`src/rtl/ofs_fim_pcie_pkg.sv`:
```
// ----------------------------------------------------------------------------
// ofs_fim_pcie_pkg
// Shared definitions for the FIM PCIe TX path:
//   - AVST TX beat types (t_avst_tx per channel, t_avst_txs per beat)
//   - TX arbiter limits and FSM state type
//   - small helpers for scanning a beat (any-valid, valid-clear, packet tracking)
// ----------------------------------------------------------------------------
package ofs_fim_pcie_pkg;

    localparam int TX_ARB_MAX_REQ = 8;

    localparam int NUM_AVST_CH = 2;
    localparam int AVST_HDR_W  = 32;
    localparam int AVST_DATA_W = 64;

    typedef enum logic {ARB_IDLE, ARB_LOCKED} t_tx_arb_state;

    typedef struct packed {
        logic                   valid;
        logic                   sop;
        logic                   eop;
        logic [AVST_HDR_W-1:0]  hdr;
        logic [AVST_DATA_W-1:0] data;
        logic                   vf_active;
    } t_avst_tx;

    typedef t_avst_tx [NUM_AVST_CH-1:0] t_avst_txs;

    // True when any channel of the beat carries a valid TLP fragment.
    function automatic logic tx_any_valid(input t_avst_txs beat);
        logic any_v;
        any_v = 1'b0;
        for (int ch = 0; ch < NUM_AVST_CH; ch++) begin
            any_v = any_v | beat[ch].valid;
        end
        return any_v;
    endfunction

    // Same beat with every valid dropped; payload bits are left untouched.
    function automatic t_avst_txs tx_clr_valid(input t_avst_txs beat);
        t_avst_txs b;
        b = beat;
        for (int ch = 0; ch < NUM_AVST_CH; ch++) begin
            b[ch].valid = 1'b0;
        end
        return b;
    endfunction

    // Walk channels low to high; within a channel sop is applied before eop,
    // so a channel holding a whole TLP leaves the tracker closed.
    function automatic logic tx_arb_track_pkt(input t_avst_txs beat, input logic start);
        logic in_pkt;
        in_pkt = start;
        for (int ch = 0; ch < NUM_AVST_CH; ch++) begin
            if (beat[ch].valid) begin
                if (beat[ch].sop) in_pkt = 1'b1;
                if (beat[ch].eop) in_pkt = 1'b0;
            end
        end
        return in_pkt;
    endfunction

endpackage

```
`src/rtl/ofs_fim_rr_pick.sv`:
```
// ----------------------------------------------------------------------------
// ofs_fim_rr_pick
// Combinational round-robin picker: returns the first requesting index at or
// after i_ptr (modulo N). Shared by the TX arbiter and RX fan-out scheduling.
// Ports:
//   i_req   [N]      request vector
//   i_ptr   [IDX_W]  search start index (expected < N)
//   o_grant [N]      one-hot winner, 0 when nothing requests
//   o_idx   [IDX_W]  winner index, 0 when nothing requests
//   o_any   1        at least one request present
// ----------------------------------------------------------------------------
module ofs_fim_rr_pick #(
    parameter int N     = 3,
    parameter int IDX_W = 2
) (
    input  logic [N-1:0]     i_req,
    input  logic [IDX_W-1:0] i_ptr,
    output logic [N-1:0]     o_grant,
    output logic [IDX_W-1:0] o_idx,
    output logic             o_any
);

    // Scan offsets from the far end down so the nearest request to the
    // pointer is the last one written and therefore wins.
    always_comb begin
        int idx;
        o_idx = '0;
        o_any = 1'b0;
        for (int k = N - 1; k >= 0; k--) begin
            idx = int'(i_ptr) + k;
            if (idx >= N) idx = idx - N;
            if (i_req[idx]) begin
                o_idx = IDX_W'(idx);
                o_any = 1'b1;
            end
        end
    end

    for (genvar gi = 0; gi < N; gi++) begin : g_oh
        assign o_grant[gi] = o_any && (o_idx == IDX_W'(gi));
    end

endmodule

```
`src/rtl/ofs_fim_pcie_tx_arb.sv`:
```
// ----------------------------------------------------------------------------
// ofs_fim_pcie_tx_arb
// Packet-atomic round-robin arbiter in front of the PCIe IP AVST TX port.
// A requester that starts a TLP keeps the output until that TLP's EOP has
// been accepted. Output is a single registered beat (1-cycle latency, full
// throughput, no bubble between owners).
//
// Optional feature macro: OFS_FIM_PCIE_TX_ARB_STALL_DET_EN
//   defined   -> stall counter; o_stall_err pulses once when the owner has
//                shown no valid channel for STALL_TIMEOUT-1 locked cycles
//   undefined -> o_stall_err tied to 0
//
// Ports:
//   clk                   clock
//   rst_n                 synchronous active-low reset
//   i_req_tx[NUM_REQ]     per-requester TX beat
//   o_req_ready[NUM_REQ]  per-requester ready (accept = any valid & ready)
//   o_tx                  registered beat to the PCIe IP
//   i_tx_ready            PCIe IP ready for o_tx
//   o_grant[NUM_REQ]      one-hot current owner, 0 when idle
//   o_stall_err           one-cycle owner stall pulse
// ----------------------------------------------------------------------------
module ofs_fim_pcie_tx_arb
    import ofs_fim_pcie_pkg::*;
#(
    parameter int NUM_REQ       = 3,
    parameter int STALL_TIMEOUT = 4096
) (
    input  logic               clk,
    input  logic               rst_n,
    input  t_avst_txs          i_req_tx [NUM_REQ],
    output logic [NUM_REQ-1:0] o_req_ready,
    output t_avst_txs          o_tx,
    input  logic               i_tx_ready,
    output logic [NUM_REQ-1:0] o_grant,
    output logic               o_stall_err
);

    localparam int IDX_W = (NUM_REQ > 1) ? $clog2(NUM_REQ) : 1;
    localparam logic [IDX_W-1:0] LAST_IDX = IDX_W'(NUM_REQ - 1);

    t_tx_arb_state     r_state;
    logic [IDX_W-1:0]  r_owner;
    logic [IDX_W-1:0]  r_rr_ptr;
    t_avst_txs         r_tx;

    logic [NUM_REQ-1:0] w_req;
    logic [NUM_REQ-1:0] w_pick_oh;
    logic [IDX_W-1:0]   w_pick_idx;
    logic               w_pick_any;
    logic [NUM_REQ-1:0] w_owner_oh;
    logic [NUM_REQ-1:0] w_sel_oh;
    logic [IDX_W-1:0]   w_sel_idx;
    logic [IDX_W-1:0]   w_next_ptr;
    logic               w_locked;
    logic               w_out_free;
    logic               w_accept;
    logic               w_in_pkt;
    t_avst_txs          w_beat;

    for (genvar gi = 0; gi < NUM_REQ; gi++) begin : g_req
        assign w_req[gi] = tx_any_valid(i_req_tx[gi]);
    end

    ofs_fim_rr_pick #(
        .N     (NUM_REQ),
        .IDX_W (IDX_W)
    ) u_rr_pick (
        .i_req   (w_req),
        .i_ptr   (r_rr_ptr),
        .o_grant (w_pick_oh),
        .o_idx   (w_pick_idx),
        .o_any   (w_pick_any)
    );

    assign w_locked   = (r_state == ARB_LOCKED);
    assign w_out_free = ~tx_any_valid(r_tx) | i_tx_ready;
    assign w_owner_oh = NUM_REQ'(1) << r_owner;

    // While locked the owner's ready follows the output stage even if it has
    // nothing valid, so no other requester can sneak into the packet.
    assign w_sel_idx   = w_locked ? r_owner : w_pick_idx;
    assign w_sel_oh    = w_locked ? w_owner_oh : w_pick_oh;
    assign o_req_ready = (rst_n && w_out_free) ? w_sel_oh : '0;
    assign w_accept    = |(o_req_ready & w_req);

    assign w_beat     = i_req_tx[w_sel_idx];
    assign w_in_pkt   = tx_arb_track_pkt(w_beat, w_locked);
    assign w_next_ptr = (w_sel_idx == LAST_IDX) ? '0 : w_sel_idx + 1'b1;

    assign o_grant = w_locked ? w_owner_oh : (w_accept ? w_pick_oh : '0);
    assign o_tx    = r_tx;

    always_ff @(posedge clk) begin
        if (!rst_n) begin
            r_state  <= ARB_IDLE;
            r_owner  <= '0;
            r_rr_ptr <= '0;
            r_tx     <= '0;
        end else begin
            if (w_accept) begin
                r_tx <= w_beat;
                if (w_in_pkt) begin
                    r_state <= ARB_LOCKED;
                    r_owner <= w_sel_idx;
                end else begin
                    // Pointer only moves when a TLP completes, so the next
                    // search starts just past the requester that finished.
                    r_state  <= ARB_IDLE;
                    r_rr_ptr <= w_next_ptr;
                end
            end else if (i_tx_ready) begin
                r_tx <= tx_clr_valid(r_tx);
            end
        end
    end

`ifdef OFS_FIM_PCIE_TX_ARB_STALL_DET_EN
    localparam int CNT_W = (STALL_TIMEOUT > 2) ? $clog2(STALL_TIMEOUT) : 1;
    localparam logic [CNT_W-1:0] CNT_MAX = CNT_W'(STALL_TIMEOUT - 1);
    localparam logic [CNT_W-1:0] CNT_PRE = CNT_W'(STALL_TIMEOUT - 2);

    logic [CNT_W-1:0] r_stall_cnt;
    logic             r_stall_err;
    logic             w_stall_cycle;

    assign w_stall_cycle = w_locked && !w_req[r_owner];

    // Counter saturates at CNT_MAX; the pulse is raised only on the step
    // that reaches it, so a long stall produces a single pulse.
    always_ff @(posedge clk) begin
        if (!rst_n) begin
            r_stall_cnt <= '0;
            r_stall_err <= 1'b0;
        end else begin
            r_stall_err <= 1'b0;
            if (w_accept || !w_locked) begin
                r_stall_cnt <= '0;
            end else if (w_stall_cycle && (r_stall_cnt != CNT_MAX)) begin
                r_stall_cnt <= r_stall_cnt + 1'b1;
                if (r_stall_cnt == CNT_PRE) r_stall_err <= 1'b1;
            end
        end
    end

    assign o_stall_err = r_stall_err;
`else
    assign o_stall_err = 1'b0;
`endif

endmodule

```
`config.mk`:
```
export PLATFORM = sky130hd
export DESIGN_NAME = ofs_fim_pcie_tx_arb
export DESIGN_NICKNAME = d
export VERILOG_FILES = /design/src/rtl/ofs_fim_pcie_pkg.sv /design/src/rtl/ofs_fim_rr_pick.sv /design/src/rtl/ofs_fim_pcie_tx_arb.sv
export SDC_FILE = /design/constraint.sdc
export NUM_CORES = 1
export LEC_CHECK = 0
export ABC_CLOCK_PERIOD_IN_PS = 4400
export BUFFER_PORTS_ARGS = -buffer_cell sky130_fd_sc_hd__buf_4
export CAP_MARGIN = 10
export CORE_AREA = 2 2 317 319
export DETAILED_ROUTE_END_ITERATION = 16
export DIE_AREA = 0 0 319 321
export PLACE_DENSITY = 0.35
export SYNTH_ARGS = -nofsm -noshare
export SYNTH_HDL_FRONTEND = slang
export SYNTH_SLANG_ARGS = --single-unit
export TNS_END_PERCENT = 100
```
`constraint.sdc`:
```
create_clock -name clk -period 4.4 [get_ports clk]
set_input_delay 0.88 -clock clk [delete_from_list [all_inputs] [get_ports clk]]
set_output_delay 0.88 -clock clk [all_outputs]
set_load 0.01 [all_outputs]
```
# Yosys cells after proc, flatten, opt, wreduce, memory -nomap -nowiden
# Index checks and enable logic that the tools add are counted.
dict set report totals {
  reg_bits 205
  inputBits 603
}
dict set report op_classes {
  addsub 6
  n_lt_le_gt_ge 7
  eq_ne 3
  n_shift 1
  n_mux 36
  bitwise_logic 9
  reduce_logical 9
}
# operator count
set op_table {}
lappend op_table {{$mux 200} 4}
lappend op_table {{$bmux 200 s2} 1}
lappend op_table {{$lt 32x4->1 const B} 3}
lappend op_table {{$mux 32} 3}
lappend op_table {{$ge 32x3->1 const B} 2}
lappend op_table {{$sub 32x3->32 const B} 2}
lappend op_table {{$mux 1} 16}
lappend op_table {{$mux 3} 4}
lappend op_table {{$mux 2} 5}
lappend op_table {{$bmux 1 s2} 3}
lappend op_table {{$or 1x1->1} 5}
lappend op_table {{$eq 2x2->1 const B} 2}
lappend op_table {{$logic_and 1x1->1} 4}
lappend op_table {{$reduce_and 2->1} 2}
lappend op_table {{$add 2x1->3 const B} 1}
lappend op_table {{$add 2x2->3 const B} 1}
lappend op_table {{$and 3x3->3} 1}
lappend op_table {{$ge 3x3->1 const B} 1}
lappend op_table {{$not 2->3} 1}
lappend op_table {{$reduce_or 3->1} 1}
lappend op_table {{$shl 1x2->3 const A} 1}
lappend op_table {{$sub 2x2->3 const B} 1}
lappend op_table {{$add 2x1->2 const B} 1}
lappend op_table {{$eq 2x1->1 const B} 1}
lappend op_table {{4 further kinds} 5}

# Depth between registers and ports, before layout
# Gate-level depths: netlist (run 1).
dict set report logic_depth {
  ltp_word 22
  mapped_depth 11
  ltp_nobuf 10
}

# Modules after synthesis
# A second synthesis (run 1) with hierarchy kept.
dict set report hier_totals {
  hier_cells 1650
  hier_area_um2 11863.9
}
# module instances cells_per_inst area_each_um2 seq_area_each_um2
set modules_own_cells {}
lappend modules_own_cells {ofs_fim_pcie_tx_arb 1 1614 11608.6 4103.9}
lappend modules_own_cells {ofs_fim_rr_pick 1 36 255.2 0.0}

# Worst setup path after synthesis (run 1)
# No wires, ideal clock.
dict set report synth_timing {
  path_kind {in2out}
  start {in i_req_tx[299] (netlist bit)}
  end {out o_grant[1]}
  t_arrival_ps 2766
  t_required_ps 3520
  path_slack_ps 754
  stages 8
  path_buffers 2
  cell_sequence {or3b_1 > a2111o_1 > nor2_2 > a21oi_1 > a31oi_4 > buf_4 > buf_2 > a21o_1}
}
dict set report synth_via {
  elab_chain_cells 15
  word_cells_on_any_way 28
}
# element line_no
set synth_rtl {}
lappend synth_rtl {{start, declared} ofs_fim_pcie_tx_arb.sv:31} ;# input t_avst_txs i_req_tx [NUM_REQ],
lappend synth_rtl {{$or 1x1->1 (*)} ofs_fim_pcie_pkg.sv:34} ;# any_v = any_v | beat[ch].valid;
lappend synth_rtl {{$bmux 1 s2} ofs_fim_rr_pick.sv:32} ;# if (i_req[idx]) begin
lappend synth_rtl {{$mux 1 (not written as such) (2 in a row)} ofs_fim_rr_pick.sv:32}
lappend synth_rtl {{$mux 2 (3 in a row)} ofs_fim_rr_pick.sv:32}
lappend synth_rtl {{$eq 2x1->1, or another cell as far along} ofs_fim_rr_pick.sv:40} ;# assign o_grant[gi] = o_any && (o_idx == IDX_W'(gi));
lappend synth_rtl {{$logic_and 1x1->1} ofs_fim_rr_pick.sv:40}
lappend synth_rtl {{$mux 3} ofs_fim_pcie_tx_arb.sv:83} ;# assign w_sel_oh = w_locked ? w_owner_oh : w_pick_oh;
lappend synth_rtl {{$mux 3} ofs_fim_pcie_tx_arb.sv:84} ;# assign o_req_ready = (rst_n && w_out_free) ? w_sel_oh : '0;
lappend synth_rtl {{$and 3x3->3} ofs_fim_pcie_tx_arb.sv:85} ;# assign w_accept = |(o_req_ready & w_req);
lappend synth_rtl {{$reduce_or 3->1} ofs_fim_pcie_tx_arb.sv:85}
lappend synth_rtl {{$mux 3 (*) (2 in a row)} ofs_fim_pcie_tx_arb.sv:91} ;# assign o_grant = w_locked ? w_owner_oh : (w_accept ? w_pick_oh : '0);
lappend synth_rtl {{end, declared} ofs_fim_pcie_tx_arb.sv:35} ;# output logic [NUM_REQ-1:0] o_grant,
# Mark *: on every way between the ends. The rest lies on a longest branch, timed or not. The select of a mux whose other input is x is not followed.

# Worst setup path in the final report (run 1)
dict set report layout_timing {
  start {reg r_rr_ptr[0]}
  end {out o_grant[2]}
}
dict set report layout_via {
  elab_chain_cells 17
  word_cells_on_any_way 38
}
# element line_no
set layout_rtl {}
lappend layout_rtl {{start, declared} ofs_fim_pcie_tx_arb.sv:44} ;# logic [IDX_W-1:0] r_rr_ptr;
lappend layout_rtl {{start signal, assigned} ofs_fim_pcie_tx_arb.sv:110} ;# r_rr_ptr <= w_next_ptr;
lappend layout_rtl {{$add 2x2->3} ofs_fim_rr_pick.sv:30} ;# idx = int'(i_ptr) + k;
lappend layout_rtl {{$sub 32x3->32 / $ge 32x3->1 (equally long branches)} ofs_fim_rr_pick.sv:31} ;# if (idx >= N) idx = idx - N;
lappend layout_rtl {{$mux 32} ofs_fim_rr_pick.sv:31}
lappend layout_rtl {{$bmux 1 s2} ofs_fim_rr_pick.sv:32}
lappend layout_rtl {{$mux 1 (not written as such) (2 in a row)} ofs_fim_rr_pick.sv:32}
lappend layout_rtl {{$mux 2 (3 in a row)} ofs_fim_rr_pick.sv:32}
lappend layout_rtl {{$eq 2x1->1, or another cell as far along} ofs_fim_rr_pick.sv:40}
lappend layout_rtl {{$logic_and 1x1->1} ofs_fim_rr_pick.sv:40}
lappend layout_rtl {{$mux 3} ofs_fim_pcie_tx_arb.sv:83}
lappend layout_rtl {{$mux 3} ofs_fim_pcie_tx_arb.sv:84}
lappend layout_rtl {{$and 3x3->3} ofs_fim_pcie_tx_arb.sv:85}
lappend layout_rtl {{$reduce_or 3->1} ofs_fim_pcie_tx_arb.sv:85}
lappend layout_rtl {{$mux 3 (*) (2 in a row)} ofs_fim_pcie_tx_arb.sv:91}
# Marked as above.

==> impl_metrics.json, run 1 <==
{
  "clock_latency_ns": 0.58,
  "htreeDepth": 1,
  "cp.arrival_ns": 3.23,
  "drcViolationCount": 0,
  "internal_power_w": 0.00726,
  "skew_ns": 0.0155,
  "area_delta_synth_final_pct": 82.5,
  "pwr-share-seq": 0.247,
  "p_sw_frac": 0.439,
  "cts_setup_buffers": 0,
  "worstSetupPathType": "flip-flop to output port",
  "slowest_stage": "a2111o_1",
  "finalCriticalPeriod_ns": 4.11,
  "drive_above_1_share": 0.499,
  "postRouteAntennaNets": 0,
  "p_leak_nw": 9.91,
  "grt_max_degree": 196,
  "critPathMaxFanout": 6,
  "crit_family": "compound AO/OA/AOI/OAI gates",
  "relSlewSlack": 0.333,
  "fmaxAchievable_ghz": 0.243,
  "synth_ff_type": "dfxtp_1",
  "clock_sinks": 205,
  "finalCritPeriodShare": 0.935,
  "p_switching_w": 0.00569,
  "synth_edf_count": 0,
  "p_total_w": 0.0129,
  "chipHeight_um": 321,
  "wl_um": 60200,
  "final-setup-viol-count": 0,
  "rsz0062_at_grt": "no",
  "synth-seq-area-share": 0.408,
  "synth.avg_cell_area_um2": 9.76,
  "start_util": 0.101,
  "cp.depth": 10,
  "ys_warn_count": 0,
  "crit_buf_inv": 2,
  "fp.coreArea_um2": 99300,
  "gp_congestion": 0.896,
  "hold_depth": 2,
  "vias": 12504,
  "hold_viol_final": 0,
  "worstMarginPinSlew_ns": 1.00,
  "synthMuxAreaShare": 0.00696,
  "die_w_um": 319,
  "ir_worst_vdd_mv": 0.637,
  "max-cap-violations": 0,
  "path_cells": "inv_1 > ha_1 > or3b_1 > a2111o_1 > nor2_4 > a21oi_1 > a31oi_4 > nand2_1 > nand2_1 > buf_4",
  "synth_xor_area_frac": 0,
  "pwr-share-clk": 0.172,
  "ys_ff_latch": 205,
  "nets": 2370,
  "synth_top_family_by_area": "compound AO/OA/AOI/OAI gates",
  "synth_top_area_share": 0.408,
  "grtUsageTotal": 0.108,
  "async_flop_share": 0,
  "die_area_um2": 102000,
  "cts_tree": "done",
  "hp-class": "flip-flop to flip-flop",
  "numCtsBuffers": 28,
  "p_per_area_nw_per_um2": 705,
  "yosys.area_share.simple": 0.0971,
  "path_clk_slew_ns": 0.05,
  "antenna_found_initial": 2,
  "critPathRequiredTime_ns": 3.52,
  "grt-ovfl-total": 0,
  "num_rows": 116,
  "finalSetupTns_ns": 0,
  "clock_path_buffers": 3,
  "startpoint_type": "flip-flop",
  "seq_area_um2": 4100,
  "worst_setup_path_end_kind": "output port",
  "synth_cell_types": 48,
  "synthMostInstantiatedCell": "nand2_1",
  "grt_pass1_vias": 12705,
  "status": "completed",
  "drv_slew": 0,
  "drt_first_pass_iters": 10,
  "synth_top_area_cell": "dfxtp_1",
  "grt_pass1_wl_um": 84500,
  "synthTopCellsByArea": "dfxtp_1 (41%), a222oi_1 (19%), o211a_1 (19%)",
  "wl_per_cell_um": 19.6,
  "drtIter0Drc": 1471,
  "synth_compound_area_frac": 0.425,
  "r2r_cells": 9,
  "fill_cells": 11092,
  "diodes": 0,
  "io_pins": 810,
  "synthTopCellsByCount": "nand2_1 (210), dfxtp_1 (205), a222oi_1 (195), o211a_1 (195), clkbuf_1 (67)",
  "synthCells": 1032,
  "crit_top_cell": "nand2_1",
  "slowest_delay_ns": 0.59,
  "io_buffers": 808,
  "dp_hpwl_um": 47100,
  "vias_per_cell": 4.06,
  "power_frac_comb": 0.581,
  "syn_nets": 1637,
  "multi_input_area_um2": 5380,
  "cts-root-buf": "clkbuf_16",
  "synthesis.area_um2": 10100,
  "synthAdderAreaFrac": 0.00249
}
==> through the flow <==
step	util	setup WS (ns)	std cells	hold slack, ns	cell area (um2)
floorplan	-	0.754	1032	0.455	10100
CTS	0.185	0.168	3081	0.491	18400
global placement	0.176	0.555	3033	0.471	17500
detailed placement	0.176	0.523	3033	0.480	17500
global route	0.185	0.0596	3081	0.508	18400
finish	0.185	0.285	3081	0.488	18400
==> power groups by stage <==
stage	combinational (W)	sequential, W	clock (W)
after floorplan	0.00382	0.00352	0
after global placement	0.00760	0.00322	0
after detailed placement	0.00765	0.00324	0
after CTS	0.00768	0.00321	0.00237
after global routing	0.00814	0.00331	0.00243
final	0.00752	0.00320	0.00223
==> sequential cells by signal, summed over array words and instances (netlist names) <==
signal / count
r_state: 1
r_owner: 2
o_tx: 200
r_rr_ptr: 2
==> per-layer routing <==
layer | vias to the layer above | share of wire | global-route usage
li1 | 5728 | - | -
met1 | 6178 | 0.39 | 0.123
met2 | 528 | 0.52 | 0.201
met3 | 68 | 0.066 | 0.0247
met4 | 2 | 0.026 | 0.0292
met5 | - | 0.00022 | 0
==> worst min-delay path: stages (launching register included) <==
cell and delay [ns]:
dfxtp_1 0.31, nand2b_1 0.07, a21boi_1 0.06
==> final cells by class <==
type                    instances  share of cell area
repair buffers                837               0.346
multi-input cells             688               0.293
flip-flops and latches        205               0.223
well taps                    1298              0.0884
clock buffers                  41              0.0447
clock inverters                 7             0.00368
inverters                       5             0.00102
==> layout by cell type (no fill, tap or decap), types with 2 or more instances in the layout <==
master and instances:
clkbuf_16 29, o21ai_0 12, o211a_1 195, a222oi_1 195, nand2_1 210, a21oi_1 5, nand2b_1 2, a211o_1 2
buf_4 830, inv_1 5, o211ai_1 2, o21a_1 3, nor2_1 10, nand3_1 2, a2bb2oi_1 3, dfxtp_1 205
clkbuf_8 5, buf_12 6, nor3_1 2, and3_1 2, clkinv_2 4, nor2b_1 7, ha_1 2, clkbuf_1 7
o21ai_1 2, clkinv_4 2, mux2i_1 7
==> cells by family after synthesis <==
logic type / count (synthesis)
simple gates: 242
compound gates: 436
mux: 7
flops: 205
buf+inv: 139
fa+ha+maj: 2
other cells: 1
==> path summary, 6_finish.rpt <==
path                                   from    endpoint  slack [ns]
worst max register to register  r_rr_ptr[0]    o_tx[57]        0.71
worst min register to register     o_tx[97]    o_tx[97]        0.49
worst max-delay path            r_rr_ptr[0]  o_grant[2]        0.29
worst min-delay path               o_tx[97]    o_tx[97]        0.49
==> repair_timing <==
action,4_1_cts,5_1_grt
hold buffers,0,0
gates resized for setup,0,1
setup endpoints to repair,0,1
Power figures use the tool's default switching activity.
==> run 2: changes to the inputs <==
Settings changed: ABC_CLOCK_PERIOD_IN_PS 4400 to 4500.
Clock period 4.4 ns to 4.5 ns, I/O delays scaled along.
==> impl_metrics.json, run 2 (same netlist as run 1, synthesis figures left out) <==
{
  "dp_hpwl_um": 46900,
  "final-setup-viol-count": 0,
  "p_per_area_nw_per_um2": 692,
  "drtIter0Drc": 1483,
  "start_util": 0.101,
  "antenna_found_initial": 2,
  "grt_pass1_vias": 12547,
  "crit_top_cell": "nand2_1",
  "grtUsageTotal": 0.107,
  "io_buffers": 808,
  "cts_setup_buffers": 0,
  "slowest_stage": "a2111o_1",
  "startpoint_type": "flip-flop",
  "finalCriticalPeriod_ns": 4.14,
  "hp-class": "flip-flop to flip-flop",
  "hold_viol_final": 0,
  "path_cells": "inv_1 > ha_1 > or3b_1 > a2111o_1 > nor2_2 > a21oi_1 > a31oi_4 > nand2_1 > nand2_1 > buf_4",
  "rsz0062_at_grt": "no",
  "postRouteAntennaNets": 0,
  "drcViolationCount": 0,
  "grt_pass1_wl_um": 83200,
  "clock_sinks": 205,
  "finalCritPeriodShare": 0.920,
  "max-cap-violations": 0,
  "relSlewSlack": 0.257,
  "grt_max_degree": 196,
  "clock_path_buffers": 3,
  "gp_congestion": 0.886,
  "worstMarginPinSlew_ns": 1.12,
  "critPathRequiredTime_ns": 3.60,
  "p_total_w": 0.0127,
  "vias_per_cell": 4.03,
  "num_rows": 116,
  "wl_um": 59400,
  "drv_slew": 0,
  "cts_tree": "done",
  "die_w_um": 319,
  "fmaxAchievable_ghz": 0.242,
  "vias": 12394,
  "numCtsBuffers": 27,
  "critPathMaxFanout": 6,
  "cts_resized": 0,
  "slowest_delay_ns": 0.56,
  "nets": 2363,
  "fill_cells": 11101,
  "drt_first_pass_iters": 12,
  "cts-root-buf": "clkbuf_16",
  "wl_per_cell_um": 19.3,
  "layout_commonest_cell": "buf_4",
  "layoutNonFillerInstCount": 3076,
  "drive_above_1_share": 0.498,
  "final_cell_mix": "buf_4 (824), nand2_1 (210), dfxtp_1 (205)",
  "die_area_um2": 102000,
  "cp.arrival_ns": 3.24,
  "skew_ns": 0.0168,
  "area_delta_synth_final_pct": 82.8,
  "grt-ovfl-total": 0,
  "status": "completed",
  "path_clk_slew_ns": 0.06,
  "chipHeight_um": 321,
  "clock_latency_ns": 0.56,
  "fp.coreArea_um2": 99300,
  "htreeDepth": 1,
  "p_leak_nw": 9.91,
  "cts_hold_buf": 0,
  "ir_worst_vdd_mv": 0.461,
  "largest_reg_flops": 200,
  "dp.cells": 3027,
  "finalSetupTns_ns": 0,
  "worst_setup_path_end_kind": "output port",
  "io_pins": 810,
  "worstSetupPathType": "flip-flop to output port"
}
==> run 2: cell types whose count changed in the layout (fill, tap and decap cells not counted), sizes merged <==
cell,before,now
buf,837,831
clkinv,6,0
bufinv,1,4
clkbuf,41,43
clkinvlp,0,1
diode,0,1
==> run 2: final cells by class <==
| cell class | instances | area (um2) | area share |
|---|---|---|---|
| diodes | 1 | 2.50 | 0.000136 |
| clock buffers | 43 | 836 | 0.0454 |
| clock inverters | 5 | 128 | 0.00693 |
| inverters | 5 | 18.8 | 0.00102 |
| multi-input cells | 688 | 5380 | 0.292 |
| flip-flops and latches | 205 | 4100 | 0.223 |
| well taps | 1298 | 1620 | 0.0882 |
| repair buffers | 831 | 6320 | 0.343 |
==> run 2: per-stage QoR <==
step           cell area [um2]  worst slack, ns  utilization  hold slack (ns)
3_3_place_gp             17400            0.601        0.176            0.463
6_report                 18400            0.360        0.185            0.482
5_1_grt                  18400            0.121        0.185            0.505
2_1_floorplan            10100            0.814            -            0.455
3_5_place_dp             17400            0.594        0.176            0.476
4_1_cts                  18400            0.298        0.185            0.486
==> run 2: worst paths after layout <==
kind / from / end / slack [ns] / cells past startpoint
hold reg to reg: o_tx[97] / o_tx[97] / 0.48 / 2
setup / recovery: r_rr_ptr[0] / o_grant[2] / 0.36 / 10
setup reg to reg: r_rr_ptr[0] / o_tx[57] / 0.85 / 9
hold / removal: o_tx[97] / o_tx[97] / 0.48 / 2
==> run 2: metal layers <==
metal  track usage  vias up  part of all wire
met4        0.0309        0             0.028
li1              -     5718                 -
met2         0.194      539              0.51
met5             0        -                 0
met1         0.124     6061              0.39
met3        0.0243       76             0.068
==> run 2: power by group <==
group | internal (W) | leakage, nW | switching, W
Sequential | 0.00264 | 1.69 | 0.000477
Combinational | 0.00313 | 7.75 | 0.00413
Clock | 0.00148 | 0.468 | 0.000861
==> run 2: critical path: cells and delay by family, from the launching register on <==
family | cells | cell delay [ns]
and+or+nand+nor | 4 | 0.81
buffers and inverters | 2 | 0.19
adders and majority gates | 1 | 0.36
DFF | 1 | 0.35
AOI/OAI and AO/OA | 3 | 0.97
